===== config.mk =====
export PLATFORM = sky130hd
export DESIGN_NAME = instruction_fetch_unit
export DESIGN_NICKNAME = d
export VERILOG_FILES = /design/src/rtl/instruction_fetch_unit.sv
export SDC_FILE = /design/constraint.sdc
export NUM_CORES = 1
export LEC_CHECK = 0
export ABC_AREA = 0
export CAP_MARGIN = 10
export CORE_ASPECT_RATIO = 2
export CORE_MARGIN = 8
export CORE_UTILIZATION = 42
export DETAILED_ROUTE_END_ITERATION = 8
export PLACE_DENSITY = 0.94
export SYNTH_ARGS = -nofsm -noshare
export SYNTH_HDL_FRONTEND = slang
export SYNTH_SLANG_ARGS = --single-unit

===== constraint.sdc =====
create_clock -name clk -period 3.6 [get_ports clk]
set_input_delay 0.72 -clock clk [delete_from_list [all_inputs] [get_ports clk]]
set_output_delay 0.72 -clock clk [all_outputs]
set_load 0.005 [all_outputs]

===== src/rtl/instruction_fetch_unit.sv =====
// ---------------------------------------------------------------------------
// instruction_fetch_unit
//
// Multicycle fetch stage and instruction register for the RV32I core.
// One instruction word is fetched per instruction. The word is latched and
// its opcode is classified into the 3-bit immediate-format code. The latched
// instruction, pc and format stay frozen until execute hands back next_pc.
//
// Sequence: BOOT -> FETCH -> DECODE -> HOLD -> FETCH ...
// A misaligned next_pc moves the unit to TRAP, which it leaves only on reset.
//
// Parameters
//   XLEN      data/address width
//   RESET_PC  first fetch address after reset
//
// Ports
//   clk           core clock, rising edge
//   rst_n         asynchronous active-low reset
//   mem_req       fetch request to instruction memory (state FETCH)
//   mem_addr      fetch address, always equal to pc
//   mem_ready     mem_rdata valid this cycle (sampled only in FETCH)
//   mem_rdata     fetched word
//   next_pc_valid execute done, next_pc valid (sampled only in HOLD)
//   next_pc       address of the next instruction
//   pc            address of the held instruction
//   instruction   instruction register
//   imm_fmt       0=I 1=S 2=B 3=U 4=J 7=none/illegal
//   instr_valid   instruction/imm_fmt/pc valid and stable (state HOLD)
//   illegal       held instruction has an unsupported opcode
//   fault         misaligned next_pc trapped, sticky until reset
// ---------------------------------------------------------------------------
module instruction_fetch_unit #(
    parameter int                XLEN     = 32,
    parameter logic [XLEN-1:0]   RESET_PC = '0
) (
    input  logic             clk,
    input  logic             rst_n,
    output logic             mem_req,
    output logic [XLEN-1:0]  mem_addr,
    input  logic             mem_ready,
    input  logic [XLEN-1:0]  mem_rdata,
    input  logic             next_pc_valid,
    input  logic [XLEN-1:0]  next_pc,
    output logic [XLEN-1:0]  pc,
    output logic [XLEN-1:0]  instruction,
    output logic [2:0]       imm_fmt,
    output logic             instr_valid,
    output logic             illegal,
    output logic             fault
);

    // Immediate-format codes.
    localparam logic [2:0] FMT_I    = 3'd0;
    localparam logic [2:0] FMT_S    = 3'd1;
    localparam logic [2:0] FMT_B    = 3'd2;
    localparam logic [2:0] FMT_U    = 3'd3;
    localparam logic [2:0] FMT_J    = 3'd4;
    localparam logic [2:0] FMT_NONE = 3'd7;

    // The instruction register resets to a canonical NOP (addi x0,x0,0).
    localparam logic [XLEN-1:0] NOP = XLEN'(32'h0000_0013);

    typedef enum logic [2:0] {
        BOOT   = 3'd0,
        FETCH  = 3'd1,
        DECODE = 3'd2,
        HOLD   = 3'd3,
        TRAP   = 3'd4
    } state_t;

    // Result of classifying one opcode.
    typedef struct packed {
        logic       illegal;
        logic [2:0] fmt;
    } dec_t;

    state_t           state_q, state_d;
    logic [XLEN-1:0]  pc_q;
    logic [XLEN-1:0]  instr_q;
    logic [2:0]       fmt_q;
    logic             illegal_q;
    dec_t             dec;
    logic             npc_aligned;

    // -----------------------------------------------------------------------
    // Opcode classifier. Anything whose low two bits are not 2'b11 is a
    // compressed or invalid encoding and falls into the illegal default.
    // R-type has no immediate but is a legal instruction.
    // -----------------------------------------------------------------------
    function automatic dec_t classify(input logic [6:0] opcode);
        dec_t d;
        d.illegal = 1'b0;
        d.fmt     = FMT_NONE;
        case (opcode)
            7'b0000011,                       // loads
            7'b0010011,                       // ALU immediate
            7'b1100111,                       // jalr
            7'b1110011,                       // system
            7'b0001111: d.fmt = FMT_I;        // fence
            7'b0100011: d.fmt = FMT_S;        // stores
            7'b1100011: d.fmt = FMT_B;        // branches
            7'b0110111,                       // lui
            7'b0010111: d.fmt = FMT_U;        // auipc
            7'b1101111: d.fmt = FMT_J;        // jal
            7'b0110011: d.fmt = FMT_NONE;     // R-type, legal
            default: begin
                d.fmt     = FMT_NONE;
                d.illegal = 1'b1;
            end
        endcase
        return d;
    endfunction

    assign dec         = classify(instr_q[6:0]);
    assign npc_aligned = (next_pc[1:0] == 2'b00);

    // -----------------------------------------------------------------------
    // State register
    // -----------------------------------------------------------------------
    always_ff @(posedge clk or negedge rst_n) begin
        if (!rst_n) begin
            state_q <= BOOT;
        end else begin
            state_q <= state_d;
        end
    end

    // -----------------------------------------------------------------------
    // Next-state logic. mem_ready only matters in FETCH and next_pc_valid
    // only in HOLD; everywhere else they are ignored by construction.
    // -----------------------------------------------------------------------
    always_comb begin
        state_d = state_q;
        unique case (state_q)
            BOOT:   state_d = FETCH;
            FETCH:  if (mem_ready) state_d = DECODE;
            DECODE: state_d = HOLD;
            HOLD: begin
                if (next_pc_valid) begin
                    state_d = npc_aligned ? FETCH : TRAP;
                end
            end
            TRAP:   state_d = TRAP;
            default: state_d = BOOT;
        endcase
    end

    // -----------------------------------------------------------------------
    // Datapath registers. Each one has exactly one state in which it may
    // change, so everything is frozen while HOLD waits on execute.
    // -----------------------------------------------------------------------
    always_ff @(posedge clk or negedge rst_n) begin
        if (!rst_n) begin
            pc_q      <= RESET_PC;
            instr_q   <= NOP;
            fmt_q     <= FMT_I;
            illegal_q <= 1'b0;
        end else begin
            case (state_q)
                FETCH: begin
                    if (mem_ready) begin
                        instr_q <= mem_rdata;
                    end
                end
                DECODE: begin
                    fmt_q     <= dec.fmt;
                    illegal_q <= dec.illegal;
                end
                HOLD: begin
                    // A misaligned target traps with pc left at the
                    // instruction that produced it.
                    if (next_pc_valid && npc_aligned) begin
                        pc_q <= next_pc;
                    end
                end
                default: ;
            endcase
        end
    end

    // -----------------------------------------------------------------------
    // Outputs: registers or pure decodes of the state register, so none of
    // them depends combinationally on an input.
    // -----------------------------------------------------------------------
    assign mem_req     = (state_q == FETCH);
    assign mem_addr    = pc_q;
    assign pc          = pc_q;
    assign instruction = instr_q;
    assign imm_fmt     = fmt_q;
    assign illegal     = illegal_q;
    assign instr_valid = (state_q == HOLD);
    assign fault       = (state_q == TRAP);

endmodule


---- Word level (Yosys, flattened, before mapping) ----
Index checks and enable logic that the tools add are counted.
cells by class
  multiplexer cells ....................... 6
  reductions and logical operators ........ 9
  equality and inequality tests ........... 17
operator list
  kind                                                                      count
  3-bit case mux with 5 select lines                                        2
  7-bit == test (second input constant)                                     4
  7-bit by 6-bit == test with 1-bit output (second input constant)          3
  7-bit by 5-bit == test with 1-bit output (second input constant)          2
  11-bit OR reduction                                                       1
  3-bit 2-to-1 mux                                                          3
  7-bit by 2-bit == test with 1-bit output (second input constant)          1
  7-bit by 4-bit == test with 1-bit output (second input constant)          1
  3-bit by 2-bit == test with 1-bit output (second input constant)          2
  2-bit AND reduction                                                       3
  5-bit OR reduction                                                        1
  3-bit by 1-bit == test with 1-bit output (second input constant)          1
  3-bit == test (second input constant)                                     1
  3-bit logical NOT                                                         1
  2-bit logical NOT                                                         1
  2-bit by 1-bit inequality test with 1-bit output (second input constant)  1
  2-bit inequality test (second input constant)                             1
  2-bit OR reduction                                                        1
  1-bit logical AND                                                         1
  1-bit 2-to-1 mux                                                          1
word-level totals
  bits of input ports ..................... 68
  register bits ........................... 71
  logic and storage cells ................. 37

---- Logic depth before layout (Yosys ltp) ----
  depth after elaboration ................. 4
  depth in mapped cells ................... 6

---- Worst setup path after synthesis ----
No wires, ideal clock.
  path kind ............................... in2reg
  start point ............................. in next_pc[1]
  end point ............................... reg pc_q[28], in the netlist mem_addr[28]
  arrival ................................. 1.451 ns
  path slack .............................. 2.022 ns
  setup time .............................. 0.127 ns
  stages .................................. 4
  path through ............................ nor2_1 -> nand3_4 -> buf_6 -> mux2_1
on the way
  cells in the longest elaborated chain, start to end .. 3
RTL lines
  element                               RTL line  RTL
  from (decl)                           43        input logic [XLEN-1:0] next_pc,
  2-bit logical NOT                     115       assign npc_aligned = (next_pc[1:0] == 2'b00);
  1-bit logical AND                     172       if (next_pc_valid && npc_aligned) begin
  2-bit AND reduction (no source line)  n/a
  to (signal assigned)                  173       pc_q <= next_pc;
  to (decl)                             78        logic [XLEN-1:0] pc_q;
No other way between the ends.
A chain may end at the register's enable or synchronous reset.

---- Final worst setup path ----
  start point ............................. reg state_q[1]
  end point ............................... out fault
on the way
  cells in the longest elaborated chain, start to end .. 1
RTL lines
  element                 RTL line  RTL
  from (decl)             77        state_t state_q, state_d;
  from (signal assigned)  124       state_q <= state_d;
  3-bit == test           192       assign fault = (state_q == TRAP);
  to (decl)               49        output logic fault
No other way between the ends.

==> metrics.txt <==
worst-path fanout max=5; mapped cell area=just over 3000 µm²; Post-route DRC=0; Multi-input gate area=just under 1000 µm²; global-route wire length before repair=13.3 mm; Max-Cap Viols=0; initial core utilization=43.0%; Die Span Y=between 100 and 150 µm; Via density=a little under 5; Pleak=0.00204 µW; Worst Skew=0.00315 ns; nets=~430; VDD IR max=about 0.57 mV; simple-gate area share of the yosys netlist=about 5.8%; Hold Fails Final Rpt=0; TritonCTS clock tree=done; post-synthesis compound-gate area fraction=under 10%; GRT Util Overall=around 16%; Total Wirelength=between 8 and 9 mm; First-pass DRT Iterations=4; RePlAce Congestion=0.752; Slowest Stage Delay on Critical Path=about 0.57 ns; hold path endpoint=instruction[25]$_DFFE_PN0P_; worst reg2reg setup slack=between 1.5 and 2 ns; final setup TNS=0 ns; min Tclk post-route=2.30 ns; synthesis-to-finish area growth=58.4%; DP HPWL=slightly below 7 mm; CP endpoint kind=primary output; CTS Buffer Depth=2; hold depth=1; Worst-Margin Slew=around 0.85 ns; multiplexer share of the synthesized area=22.5%; Worst Hold Class=reg2reg; CTS H-tree lvls=3; CTS Hold Bufs=0; clk slew on worst S/H paths=around 0.050 ns; Synth Instances=222; main combinational cell family by area after synthesis=multiplexers; Crit. path cell count=2; Arrival @ worst endpoint=about 1.6 ns; Max Clk Rate=435 MHz; Pwr Density=~880 nW/µm²; Num CTS Buffers=9; dpl cell area=~4600 µm²; HP Start=instruction[25]$_DFFE_PN0P_; count of cell types in the netlist=31; io pins=around 170; Worst Reg-to-Reg Cells=4; origin of the critical flop-to-flop path=state_q[1]$_DFFE_PN0P_; root buf cell=clkbuf_16; final setup fails=0; Yosys reg bits=just over 70; crit-path cells=nor3b_1 -> clkdlybuf4s50_1; Die Wd=approximately 77 µm; Site Rows=between 40 and 50; Cells after DPL=446; Buf/Inv on CP=1; layout cell share with drive strength beyond 1=about 22%; DR iter-0 viols=93; synthesized-area fraction occupied by adder cells=0%; Core ar.=7210 µm²; worst path required time=2.88 ns; initial antenna violation count=0; period utilization=a little under two thirds; sequential area share after synthesis=between 50% and 60%; # diodes=0; Layout fillers=525; final antenna-violating net count=0; RSZ-0062 raised after global routing=false; post-route cell area=between 4000 and 5000 µm²; fin worst setup slack=between 1 and 1.5 ns; Die Footprint=approximately 11000 µm²; status=completed; pin count of the biggest net entering global routing=40; cell family with most CP delay=buffers and inverters; Overflow after GRT=0; register area=around 1800 µm²; worst flop-to-flop path endpoint=instruction[23]$_DFFE_PN0P_; IO buf count=170; pre-CTS setup slack=about 1.3 ns; wire per inst=roughly 18 µm; routed via count=around 2.3k; kind of critical path=reg2out; post-CTS setup buffer count=0; Post-Layout Cell Count=between 400 and 500; CTS Sinks=71; Post-Syn Area per Cell=14.0 µm²; xor and xnor area share after synthesis=0%; Post-Syn Nets=between 200 and 300; Synth Warn #=0; Crit-path slowest cell=clkdlybuf4s50_1; Resize count post-CTS=0; Slew Limit Headroom=between 40% and 50%; vias in the first global route=2581; Worst setup SP type=flip-flop; worst skew pair latency=between 0.3 and 0.4 ns; Slew Limit Fails=0
worst max path at each step:
| stage | from | endpoint |
|---|---|---|
| after CTS | state_q[1]$_DFFE_PN0P_ | mem_req |
| after global routing | state_q[2]$_DFFE_PN0P_ | instr_valid |
| after detailed placement | next_pc[1] | mem_addr[29]$_DFFE_PN0P_ |
| final | state_q[1]$_DFFE_PN0P_ | fault |
| after global placement | next_pc[1] | mem_addr[28]$_DFFE_PN0P_ |
| after floorplan | next_pc[1] | mem_addr[28]$_DFFE_PN0P_ |
per-layer routing:
layer | vias to the layer above | routed length [µm] | GRT usage [%]
li1 | 1024 | - | -
met1 | 1105 | 2720 | 14.1
met2 | 123 | 4680 | 29.3
met3 | 16 | 876 | 8.17
met4 | 0 | 208 | 8.30
met5 | - | 0 | 0
synthesized netlist by cell type:
library cell,number,share of area (%)
dfrtp_1,68,55
mux2_2,57,21
buf_4,33,8.0
nor2_1,8,0.97
buf_6,7,2.5
o21ai_0,5,0.81
mux2_1,4,1.5
nand2_1,4,0.48
a31oi_1,3,0.61
and2_1,3,0.61
dfstp_2,3,2.5
nand2b_1,3,0.61
nor3b_1,3,0.73
a21oi_1,2,0.32
inv_1,2,0.24
nor2b_1,2,0.40
a221o_1,1,0.32
a22o_1,1,0.28
and3_1,1,0.20
inv_2,1,0.12
mux2i_1,1,0.32
nand3_4,1,0.57
nand3b_1,1,0.24
nand4_1,1,0.20
nor3b_2,1,0.40
o21a_1,1,0.24
o21bai_1,1,0.24
o22ai_1,1,0.20
o2bb2ai_1,1,0.28
or2_2,1,0.20
or3_1,1,0.20
registers in the layout (all words and copies together) (netlist names):
register and cells:
state_q 3, imm_fmt 3, mem_addr 32, illegal 1, instruction 32
cell type report:
cell class              count  share of cell area [%]
clock inverters             3                   0.816
repair buffers            172                    34.9
clock buffers              13                    5.51
well taps                  92                    2.35
multi-input cells         108                    20.0
inverters                   3                   0.229
flip-flops and latches     71                    36.3
worst register-to-register path, stage by stage (launching register included):
cell	delay, ns
dfrtp_1	0.43
nor3b_2	0.25
and2_1	0.15
buf_4	0.37
mux2_2	0.41
kinds of logic (layout without fill, tap and decap cells):
logic type             after synthesis  after routing
flip-flops                          71             71
multiplexers                        62             62
buffers and inverters               43            191
AND/OR/NAND/NOR                     30             30
AO/OA/AOI/OAI                       16             16
power breakdown:
| group | total, µW | internal [µW] | switching, µW |
|---|---|---|---|
| Combinational | 1960 | 1350 | 602 |
| Clock | 893 | 590 | 302 |
| Sequential | 1490 | 1200 | 297 |
| Total | 4340 | 3140 | 1200 |
stage by stage:
step / utilization, % / hold WS, ns / power (µW)
after detailed placement: 63.8 / 0.479 / 3490
after CTS: 68.1 / 0.496 / 4410
after global placement: 63.8 / 0.470 / 3390
after floorplan: - / 0.424 / 2360
after global routing: 68.1 / 0.512 / 4610
final: 68.1 / 0.493 / 4340
cell usage in the layout (no fill, tap or decap), types with 2 or more instances in the layout:
cell type	n
clkdlybuf4s50_1	169
dfrtp_1	68
mux2_2	57
clkbuf_16	9
nor2_1	8
o21ai_0	5
mux2_1	4
nand2_1	4
nor3b_1	3
and2_1	3
nand2b_1	3
a31oi_1	3
clkbuf_8	3
dfstp_2	3
inv_1	2
nor2b_1	2
a21oi_1	2
clkinv_2	2
buf_4	2
Power figures use the tool's default switching activity.
